File: src/rtl/fetch_pkg.sv
// Shared fetch-stage definitions: queue FSM encoding, default widths and a
// helper that maps an occupancy to its steady FSM state. Later pipeline
// stages import this for the same defaults.
package fetch_pkg;

  localparam int FETCH_DATA_W  = 8;
  localparam int FETCH_ADDR_W  = 8;
  localparam int FETCH_DEPTH   = 4;
  localparam int FETCH_PC_STEP = 1;

  typedef enum logic [1:0] {
    FQ_EMPTY  = 2'd0,
    FQ_ACTIVE = 2'd1,
    FQ_FULL   = 2'd2,
    FQ_FLUSH  = 2'd3
  } fq_state_t;

  // Outside of a flush the state is purely a function of occupancy.
  function automatic fq_state_t fq_occ_state(input int occ, input int depth);
    if (occ == 0)          return FQ_EMPTY;
    else if (occ >= depth) return FQ_FULL;
    else                   return FQ_ACTIVE;
  endfunction

endpackage

File: src/rtl/fetch_queue_mem.sv
// Fetch queue storage: DEPTH x W register array, one synchronous write port
// and one asynchronous read port. Contents are deliberately not reset.
//   clk   - clock
//   we    - write enable
//   waddr - write index, wdata - write word
//   raddr - read index,  rdata - combinational read word
module fetch_queue_mem #(
  parameter int DEPTH = 4,
  parameter int W     = 16
) (
  input  logic                     clk,
  input  logic                     we,
  input  logic [$clog2(DEPTH)-1:0] waddr,
  input  logic [W-1:0]             wdata,
  input  logic [$clog2(DEPTH)-1:0] raddr,
  output logic [W-1:0]             rdata
);

  logic [W-1:0] mem [DEPTH];

  always_ff @(posedge clk) begin
    if (we) mem[waddr] <= wdata;
  end

  assign rdata = mem[raddr];

endmodule

File: src/rtl/instruction_fetch_queue.sv
// Instruction fetch queue: accepts instruction words from upstream with a
// one-cycle ack pulse, tags each with its PC, and presents the oldest entry
// downstream. A flush drops everything and redirects the fetch PC.
//   clk, reset          - clock, async active-high reset
//   DIR, data_in        - upstream word valid / word
//   ack_prev            - one-cycle pulse after a word was taken
//   DOR, data_out,pc_out- head valid / head word / head PC
//   ack_from_next       - downstream consumed the head
//   flush, flush_pc     - redirect request / target
//   fetch_pc            - PC the next accepted word will carry
//   count               - occupancy
module instruction_fetch_queue
  import fetch_pkg::*;
#(
  parameter int DATA_W  = FETCH_DATA_W,
  parameter int ADDR_W  = FETCH_ADDR_W,
  parameter int DEPTH   = FETCH_DEPTH,
  parameter int PC_STEP = FETCH_PC_STEP
) (
  input  logic                     clk,
  input  logic                     reset,
  input  logic                     DIR,
  input  logic [DATA_W-1:0]        data_in,
  output logic                     ack_prev,
  output logic                     DOR,
  output logic [DATA_W-1:0]        data_out,
  output logic [ADDR_W-1:0]        pc_out,
  input  logic                     ack_from_next,
  input  logic                     flush,
  input  logic [ADDR_W-1:0]        flush_pc,
  output logic [ADDR_W-1:0]        fetch_pc,
  output logic [$clog2(DEPTH):0]   count
);

  localparam int PW = $clog2(DEPTH);
  localparam int CW = PW + 1;
  localparam int EW = ADDR_W + DATA_W;

  fq_state_t         state, state_nxt;
  logic [CW-1:0]     count_nxt;
  logic [PW-1:0]     wr_ptr, wr_ptr_nxt, rd_ptr, rd_ptr_nxt;
  logic [ADDR_W-1:0] fetch_pc_nxt;
  logic              ack_nxt;
  logic              accept, pop;
  logic [EW-1:0]     head;

  // ack_prev gating the accept is what limits upstream to one word every
  // second cycle; it also keeps a held DIR from being taken twice.
  assign accept = DIR && (state != FQ_FULL) && (state != FQ_FLUSH) &&
                  !ack_prev && !flush;
  assign DOR    = (count != '0) && (state != FQ_FLUSH);
  assign pop    = DOR && ack_from_next && !flush;

  always_comb begin
    state_nxt    = state;
    count_nxt    = count;
    wr_ptr_nxt   = wr_ptr;
    rd_ptr_nxt   = rd_ptr;
    fetch_pc_nxt = fetch_pc;
    ack_nxt      = 1'b0;
    if (flush) begin
      // Pointers restart at 0 so the queue is trivially empty.
      state_nxt    = FQ_FLUSH;
      count_nxt    = '0;
      wr_ptr_nxt   = '0;
      rd_ptr_nxt   = '0;
      fetch_pc_nxt = flush_pc;
    end else begin
      ack_nxt = accept;
      if (accept) begin
        wr_ptr_nxt   = wr_ptr + PW'(1);
        fetch_pc_nxt = fetch_pc + ADDR_W'(PC_STEP);
      end
      if (pop) rd_ptr_nxt = rd_ptr + PW'(1);
      case ({accept, pop})
        2'b10:   count_nxt = count + CW'(1);
        2'b01:   count_nxt = count - CW'(1);
        default: count_nxt = count;
      endcase
      // FLUSH with flush released lands here with count 0 -> EMPTY.
      state_nxt = fq_occ_state(int'(count_nxt), DEPTH);
    end
  end

  always_ff @(posedge clk or posedge reset) begin
    if (reset) begin
      state    <= FQ_EMPTY;
      count    <= '0;
      wr_ptr   <= '0;
      rd_ptr   <= '0;
      fetch_pc <= '0;
      ack_prev <= 1'b0;
    end else begin
      state    <= state_nxt;
      count    <= count_nxt;
      wr_ptr   <= wr_ptr_nxt;
      rd_ptr   <= rd_ptr_nxt;
      fetch_pc <= fetch_pc_nxt;
      ack_prev <= ack_nxt;
    end
  end

  fetch_queue_mem #(.DEPTH(DEPTH), .W(EW)) u_mem (
    .clk   (clk),
    .we    (accept),
    .waddr (wr_ptr),
    .wdata ({fetch_pc, data_in}),
    .raddr (rd_ptr),
    .rdata (head)
  );

  // Storage is unreset, so the head is masked to zero whenever not valid.
  assign data_out = DOR ? head[DATA_W-1:0]  : '0;
  assign pc_out   = DOR ? head[EW-1:DATA_W] : '0;

endmodule

File: config.mk
export PLATFORM = sky130hd
export DESIGN_NAME = instruction_fetch_queue
export DESIGN_NICKNAME = d
export VERILOG_FILES = /design/src/rtl/fetch_pkg.sv /design/src/rtl/fetch_queue_mem.sv /design/src/rtl/instruction_fetch_queue.sv
export SDC_FILE = /design/constraint.sdc
export NUM_CORES = 1
export LEC_CHECK = 0
export CORE_UTILIZATION = 30
export CTS_CLUSTER_DIAMETER = 150
export DETAILED_ROUTE_END_ITERATION = 6
export PLACE_DENSITY = 0.5
export SKIP_CTS_REPAIR_TIMING = 1
export SYNTH_ARGS = -nofsm -noshare
export SYNTH_HDL_FRONTEND = slang
export SYNTH_SLANG_ARGS = --single-unit
export TNS_END_PERCENT = 5
File: constraint.sdc
create_clock -name clk -period 3.45 [get_ports clk]
set_input_delay 0.69 -clock clk [delete_from_list [all_inputs] [get_ports clk]]
set_output_delay 0.69 -clock clk [all_outputs]
set_load 0.01 [all_outputs]
==> impl_metrics.env <==
export IMPL_status="finished, final reports clean"
export IMPL_fin_crit_ns=3.00
export IMPL_finalSetupTns_ns=0
export IMPL_rows=38
export IMPL_netlist_instances=210
export IMPL_pre_cts_ws_ns=0.223
export IMPL_worstPathArrival_ns=2.31
export IMPL_period_share=0.871
export IMPL_drt_total_wl_um=6670
export IMPL_setup_ws_ns=0.445
export IMPL_diodes=0
export IMPL_grt_overflow_total=0
export IMPL_setup_viol=0
export IMPL_clk_pin_slew_ns=0.06
export IMPL_areaGrowthSynthToFinish_pct=29.6
export IMPL_synth_cell_type_count=35
export IMPL_crit_path_start_kind="flip-flop"
export IMPL_clock_fmax_mhz=333
export IMPL_p_leak_nw=1.55
export IMPL_drc=0
export IMPL_synth_area_um2=3450
export IMPL_synth_xor_area_frac=0.0127
export IMPL_cts_buffers=9
export IMPL_die_y_um=109
export IMPL_cts_tree="done"
export IMPL_worstMarginPinSlew_ns=0.824
export IMPL_clockRootBuffer="clkbuf_16"
export IMPL_fill_cells=1003
export IMPL_cts_sinks=82
export IMPL_muxShareOfSynthArea=0.113
export IMPL_final_common_cell="edfxtp_1"
export IMPL_vias=2002
export IMPL_path_max_fanout=14
export IMPL_syn_nets=238
export IMPL_postRouteAntennaNets=0
export IMPL_drtIter0Drc=99
export IMPL_seq_area_frac_synth=0.687
export IMPL_dp_hpwl_um=4450
export IMPL_gp_routability_congestion=0.740
export IMPL_final_util=0.406
export IMPL_finalNetCount=299
export IMPL_grt_pass1_vias=2064
export IMPL_hold_path_class="reg -> reg"
export IMPL_slew_headroom=0.451
export IMPL_mostFrequentLayoutCells="edfxtp_1 (64), clkdlybuf4s50_1 (49), dfrtp_1 (18)"
export IMPL_yosysWarnings=0
export IMPL_syn_area_per_cell_um2=16.4
export IMPL_port_buffer_count=49
export IMPL_ios=50
export IMPL_vias_per_cell=4.81
export IMPL_synth_top_family_by_area="multiplexers"
export IMPL_critPathKind="reg -> out"
export IMPL_fin_skew_ns=0.00251
export IMPL_powerDensity_nw_per_um2=512
export IMPL_drv_cap=0
export IMPL_first_pass_iters=4
export IMPL_cp_required_ns=2.76
export IMPL_synth_simple_gate_area_frac=0.100
export IMPL_antenna_found_initial=0
export IMPL_synth_compound_area_frac=0.0370
export IMPL_drive_gt1_frac=0.170
export IMPL_power_mw=2.29
export IMPL_dieWidth_um=109
export IMPL_dieArea_um2=11900
export IMPL_detail_route_wl_per_cell_um=16.0
export IMPL_grt_pass1_wl_um=10900
export IMPL_drv_slew=0
export IMPL_critPathCaptureType="output port"
export IMPL_rsz0062_at_grt="no"
export IMPL_hold_violations=0
export IMPL_floorplan_initialDensity=0.313
export IMPL_clk_insertion_delay_late_ns=0.33
export IMPL_clockBufferDepth=2
export IMPL_core_um2=11000
export IMPL_max_vdd_ir_drop_v=0.000222
export IMPL_htree_levels=3
export IMPL_grt_max_degree=20
export IMPL_grt_usage=0.127
export IMPL_synthAdderAreaFrac=0.0275
export IMPL_ys_ff_latch=82
layout make-up:
type                            instances  area, um2  area share
Timing Repair Buffer                   59        591       0.132
Clock inverter                          7       76.3      0.0171
Sequential cell                        82       2370       0.530
Multi-Input combinational cell        110       1000       0.224
Tap cell                              140        175      0.0391
Inverter                                9       33.8     0.00755
Clock buffer                            9        225      0.0503
worst max-delay path, stage by stage, from the launching register on:
cell and delay (ns):
dfrtp_1 0.61, buf_12 0.23, mux4_2 0.51, nor2b_1 0.15, clkdlybuf4s50_1 0.48
synthesized netlist by cell type, drive strengths merged:
library cell,n,area share
a311o,2,0.0058
mux2i,3,0.0087
dfrtp,18,0.13
o311ai,2,0.0051
o21ai,5,0.0072
mux4,16,0.10
a21oi,1,0.0014
edfxtp,64,0.56
fa,1,0.0058
or4,3,0.0065
nand4,3,0.0054
a41o,1,0.0029
or2,3,0.0054
nor3,2,0.0029
nor2b,16,0.029
or3,1,0.0018
o211ai,1,0.0022
buf,4,0.0076
o31ai,4,0.0087
or3b,2,0.0051
nor2,10,0.011
xnor2,3,0.0076
and3,1,0.0018
clkbuf,5,0.0054
xor2,2,0.0051
a31oi,2,0.0036
inv,9,0.0098
and2,5,0.0094
ha,6,0.022
and4bb,1,0.0047
nand3,5,0.0072
nand2,9,0.0098
cells by family (layout without fill, tap and decap cells):
kind of cell               count (synthesis)  after routing
buffers and inverters                     18             84
AOI/OAI and AO/OA                         18             18
and+or+nand+nor                           61             61
adders and majority gates                  7              7
DFF                                       82             82
muxes                                     19             19
xor gates and xnor gates                   5              5
report_power, final:
group	switching [mW]	internal, mW
logic	0.0868	0.114
clock network	0.387	0.567
registers	0.0369	1.10
path summary, 6_finish.rpt:
path | startpoint | cells past startpoint | endpoint | slack [ns]
worst max-delay path | rd_ptr[0] | 4 | pc_out[1] | 0.45
worst min-delay path | wr_ptr[1] | 2 | wr_ptr[1] | 0.59
worst max register to register | count[0] | 7 | state[0] | 0.89
worst min register to register | wr_ptr[1] | 2 | wr_ptr[1] | 0.59
max in group asynchronous | reset | 2 | wr_ptr[1] | 2.21
min in group asynchronous | reset | 2 | rd_ptr[1] | 0.78
registers in the layout, summed over array words and instances, names as in the netlist:
| register | cells |
|---|---|
| count | 3 |
| u_mem.mem | 64 |
| ack_prev | 1 |
| fetch_pc | 8 |
| rd_ptr | 2 |
| state | 2 |
| wr_ptr | 2 |
routing by layer:
metal	vias up	wire [um]	GRT usage
li1	928	-	-
met3	4	363	0.0462
met4	0	31	0.0286
met1	1006	3060	0.166
met5	-	0	0
met2	64	3210	0.203
per-stage QoR:
stage | area (um2) | instances | hold WS, ns
after floorplan | 3450 | 210 | 0.542
after global placement | 4170 | 400 | 0.588
after detailed placement | 4170 | 400 | 0.588
after CTS | 4480 | 416 | 0.602
after global routing | 4480 | 416 | 0.627
final | 4480 | 416 | 0.592
(Power assumes the default switching activity.)
==> patch (same settings) <==
Change the package constant `FETCH_ADDR_W` from 8 to 9.
--- a/src/rtl/fetch_pkg.sv
+++ b/src/rtl/fetch_pkg.sv
@@ -5,5 +5,5 @@
 
   localparam int FETCH_DATA_W  = 8;
-  localparam int FETCH_ADDR_W  = 8;
+  localparam int FETCH_ADDR_W  = 9;
   localparam int FETCH_DEPTH   = 4;
   localparam int FETCH_PC_STEP = 1;
Ports: changed (resized fetch_pc, flush_pc and pc_out); port bits go from 50 to 53. No check against the original RTL was run, so the function may have changed too.
==> patch against the unedited design <==
- critical path depth is 1 lower
- sequential cell count is 5 higher
- via count is 8.0% higher
- power is 2.2% higher
- synthesized area is 7.2% higher
- design area is 5.6% higher
- worst setup slack worse by 0.014 ns
- routed wire length is 14% higher
- critical path type unchanged
- largest power group unchanged
- highest routed layer unchanged
==> patch: results (changes against the unedited design) <==
The run finished with clean final reports. Fraction of registers with async set/reset: 21.8% (-0.11 points). Number of H-tree levels: 3 (unchanged). For the number of vias after detailed routing, the log shows 2163 (+8.0%). The start point of the worst min-delay path is wr_ptr[1]. The logs give 1.61 nW (+3.6%) for the static power due to leakage and 2 (unchanged) for the buffer levels on the longest clock path. The ratio of cells with drive above 1 in the final layout is 16.5% (-0.53 points), and the source-to-sink clock delay at the later pin of the worst-skew pair is 0.33 ns (about the same).

Yosys attributes the largest share of cell area to sky130_fd_sc_hd__edfxtp_1 55%, sky130_fd_sc_hd__dfrtp_1 13%, sky130_fd_sc_hd__mux4_2 10%. The half-perimeter wire length of the detailed placement result was 4.96 mm (+11%). The launch point of the worst path is rd_ptr[1]. The number of flops mapped to enable cells by yosys is 68 (+6.3%), and the post-placement cell area is 0.00445 mm^2 (+6.5%). Slew of the pin with the lowest slew margin: 0.889 ns (+0.0658 ns).

The initial antenna violation count was 0 (unchanged). The net count after synthesis is 260 (+9.2%). The total CTS buffers was 9 (unchanged).

The detailed-route wire length per cell is 17.1 um (+6.6%). The origin of the critical flop-to-flop path is count[0]. The clock transition at the registers of the reported paths is 0.06 ns (about the same). Root buffer selected by CTS: sky130_fd_sc_hd__clkbuf_16.

The number of global-route vias before repair is 2308 (+12%), and the maximum number of pins on one net before global-route repair is 22 (+10%). The logs give 0 (unchanged) for the total inserted antenna cells and 68.0% (-0.70 points) for the sequential share of the synthesized area. Setup clock skew after layout: 0.00859 ns (+0.00608 ns). The number of warnings reported in the yosys synthesis log is 0 (unchanged), and the unique cell type count in the Yosys netlist is 35 (unchanged).

The internal reg-to-reg setup slack came out at 0.55 ns (-0.34 ns). By count the netlist is led by 68 x sky130_fd_sc_hd__edfxtp_1, 19 x sky130_fd_sc_hd__dfrtp_1, 19 x sky130_fd_sc_hd__nor2b_1. The last weighted congestion value of the routability-driven placer is 0.726 (-1.9%).

The initial DRC count is 73 (-26%), and the global-route total usage across every layer is 12.8% (+0.11 points). The largest fanout on the critical path was 19 (+5). The worst vdd rail ir drop was 252 uV (+13%).

In the final layout, the registers with the most flip-flops are u_mem.mem: 68 flops, fetch_pc: 9 flops, count: 3 flops. The worst hold path belongs to the class flop to flop. Count of input and output buffers: 52 (+6.1%). The number of nets in the finished design is 323 (+8.0%). The count of TritonRoute iterations in the first routing pass was 4 (unchanged). The first-pass GRT wire length was 12.2 mm (+12%).
patch: final timing paths:
check	depth (start not counted)	end
setup / recovery	3	pc_out[8]
max in group asynchronous	2	rd_ptr[1]
hold / removal	2	wr_ptr[1]
min in group asynchronous	2	fetch_pc[4]
hold reg to reg	2	wr_ptr[1]
setup reg to reg	7	state[0]
patch: worst max-delay path, cell delays in order, from the launching register on:
cell                              delay [ns]
sky130_fd_sc_hd__dfrtp_1                0.92
sky130_fd_sc_hd__mux4_2                 0.35
sky130_fd_sc_hd__nor2b_1                0.18
sky130_fd_sc_hd__clkdlybuf4s50_1        0.56
patch: logic make-up after synthesis:
family                     share of synthesized area (%)
AOI/OAI and AO/OA                                   3.82
adders and majority gates                           2.57
muxes                                               10.9
and+or+nand+nor                                     11.4
xor gates and xnor gates                            1.18
buffers and inverters                               2.16
DFF                                                 68.0
patch: per-layer routing:
layer	share of wire, %	wire length (um)	global-route usage [%]
met1	46	3520	16.2
met2	49	3680	21.5
met3	4.2	317	3.75
met4	0.95	72	3.51
met5	0	0	0
patch: area by class of cell:
type	count	area, um^2
Fill cell	1131	7290
Sequential cell	87	2520
Multi-Input combinational cell	124	1100
Timing Repair Buffer	64	611
Clock buffer	10	229
Tap cell	147	184
Clock inverter	4	48.8
Inverter	8	30.0
patch: power by group:
group          switching [mW]  internal, mW  leakage [nW]  total (mW)
Sequential             0.0422          1.17         0.851        1.21
Clock                   0.355         0.550         0.128       0.905
Combinational           0.100         0.124         0.626       0.225
patch: through the flow:
step / setup WS [ns] / hold slack, ns / total power [mW] / cells
2_1_floorplan: 0.437 / 0.543 / 1.34 / 231
3_3_place_gp: 0.260 / 0.563 / 1.46 / 430
3_5_place_dp: 0.194 / 0.574 / 1.46 / 430
4_1_cts: 0.333 / 0.583 / 2.38 / 444
5_1_grt: 0.286 / 0.614 / 2.44 / 444
6_report: 0.432 / 0.572 / 2.34 / 444
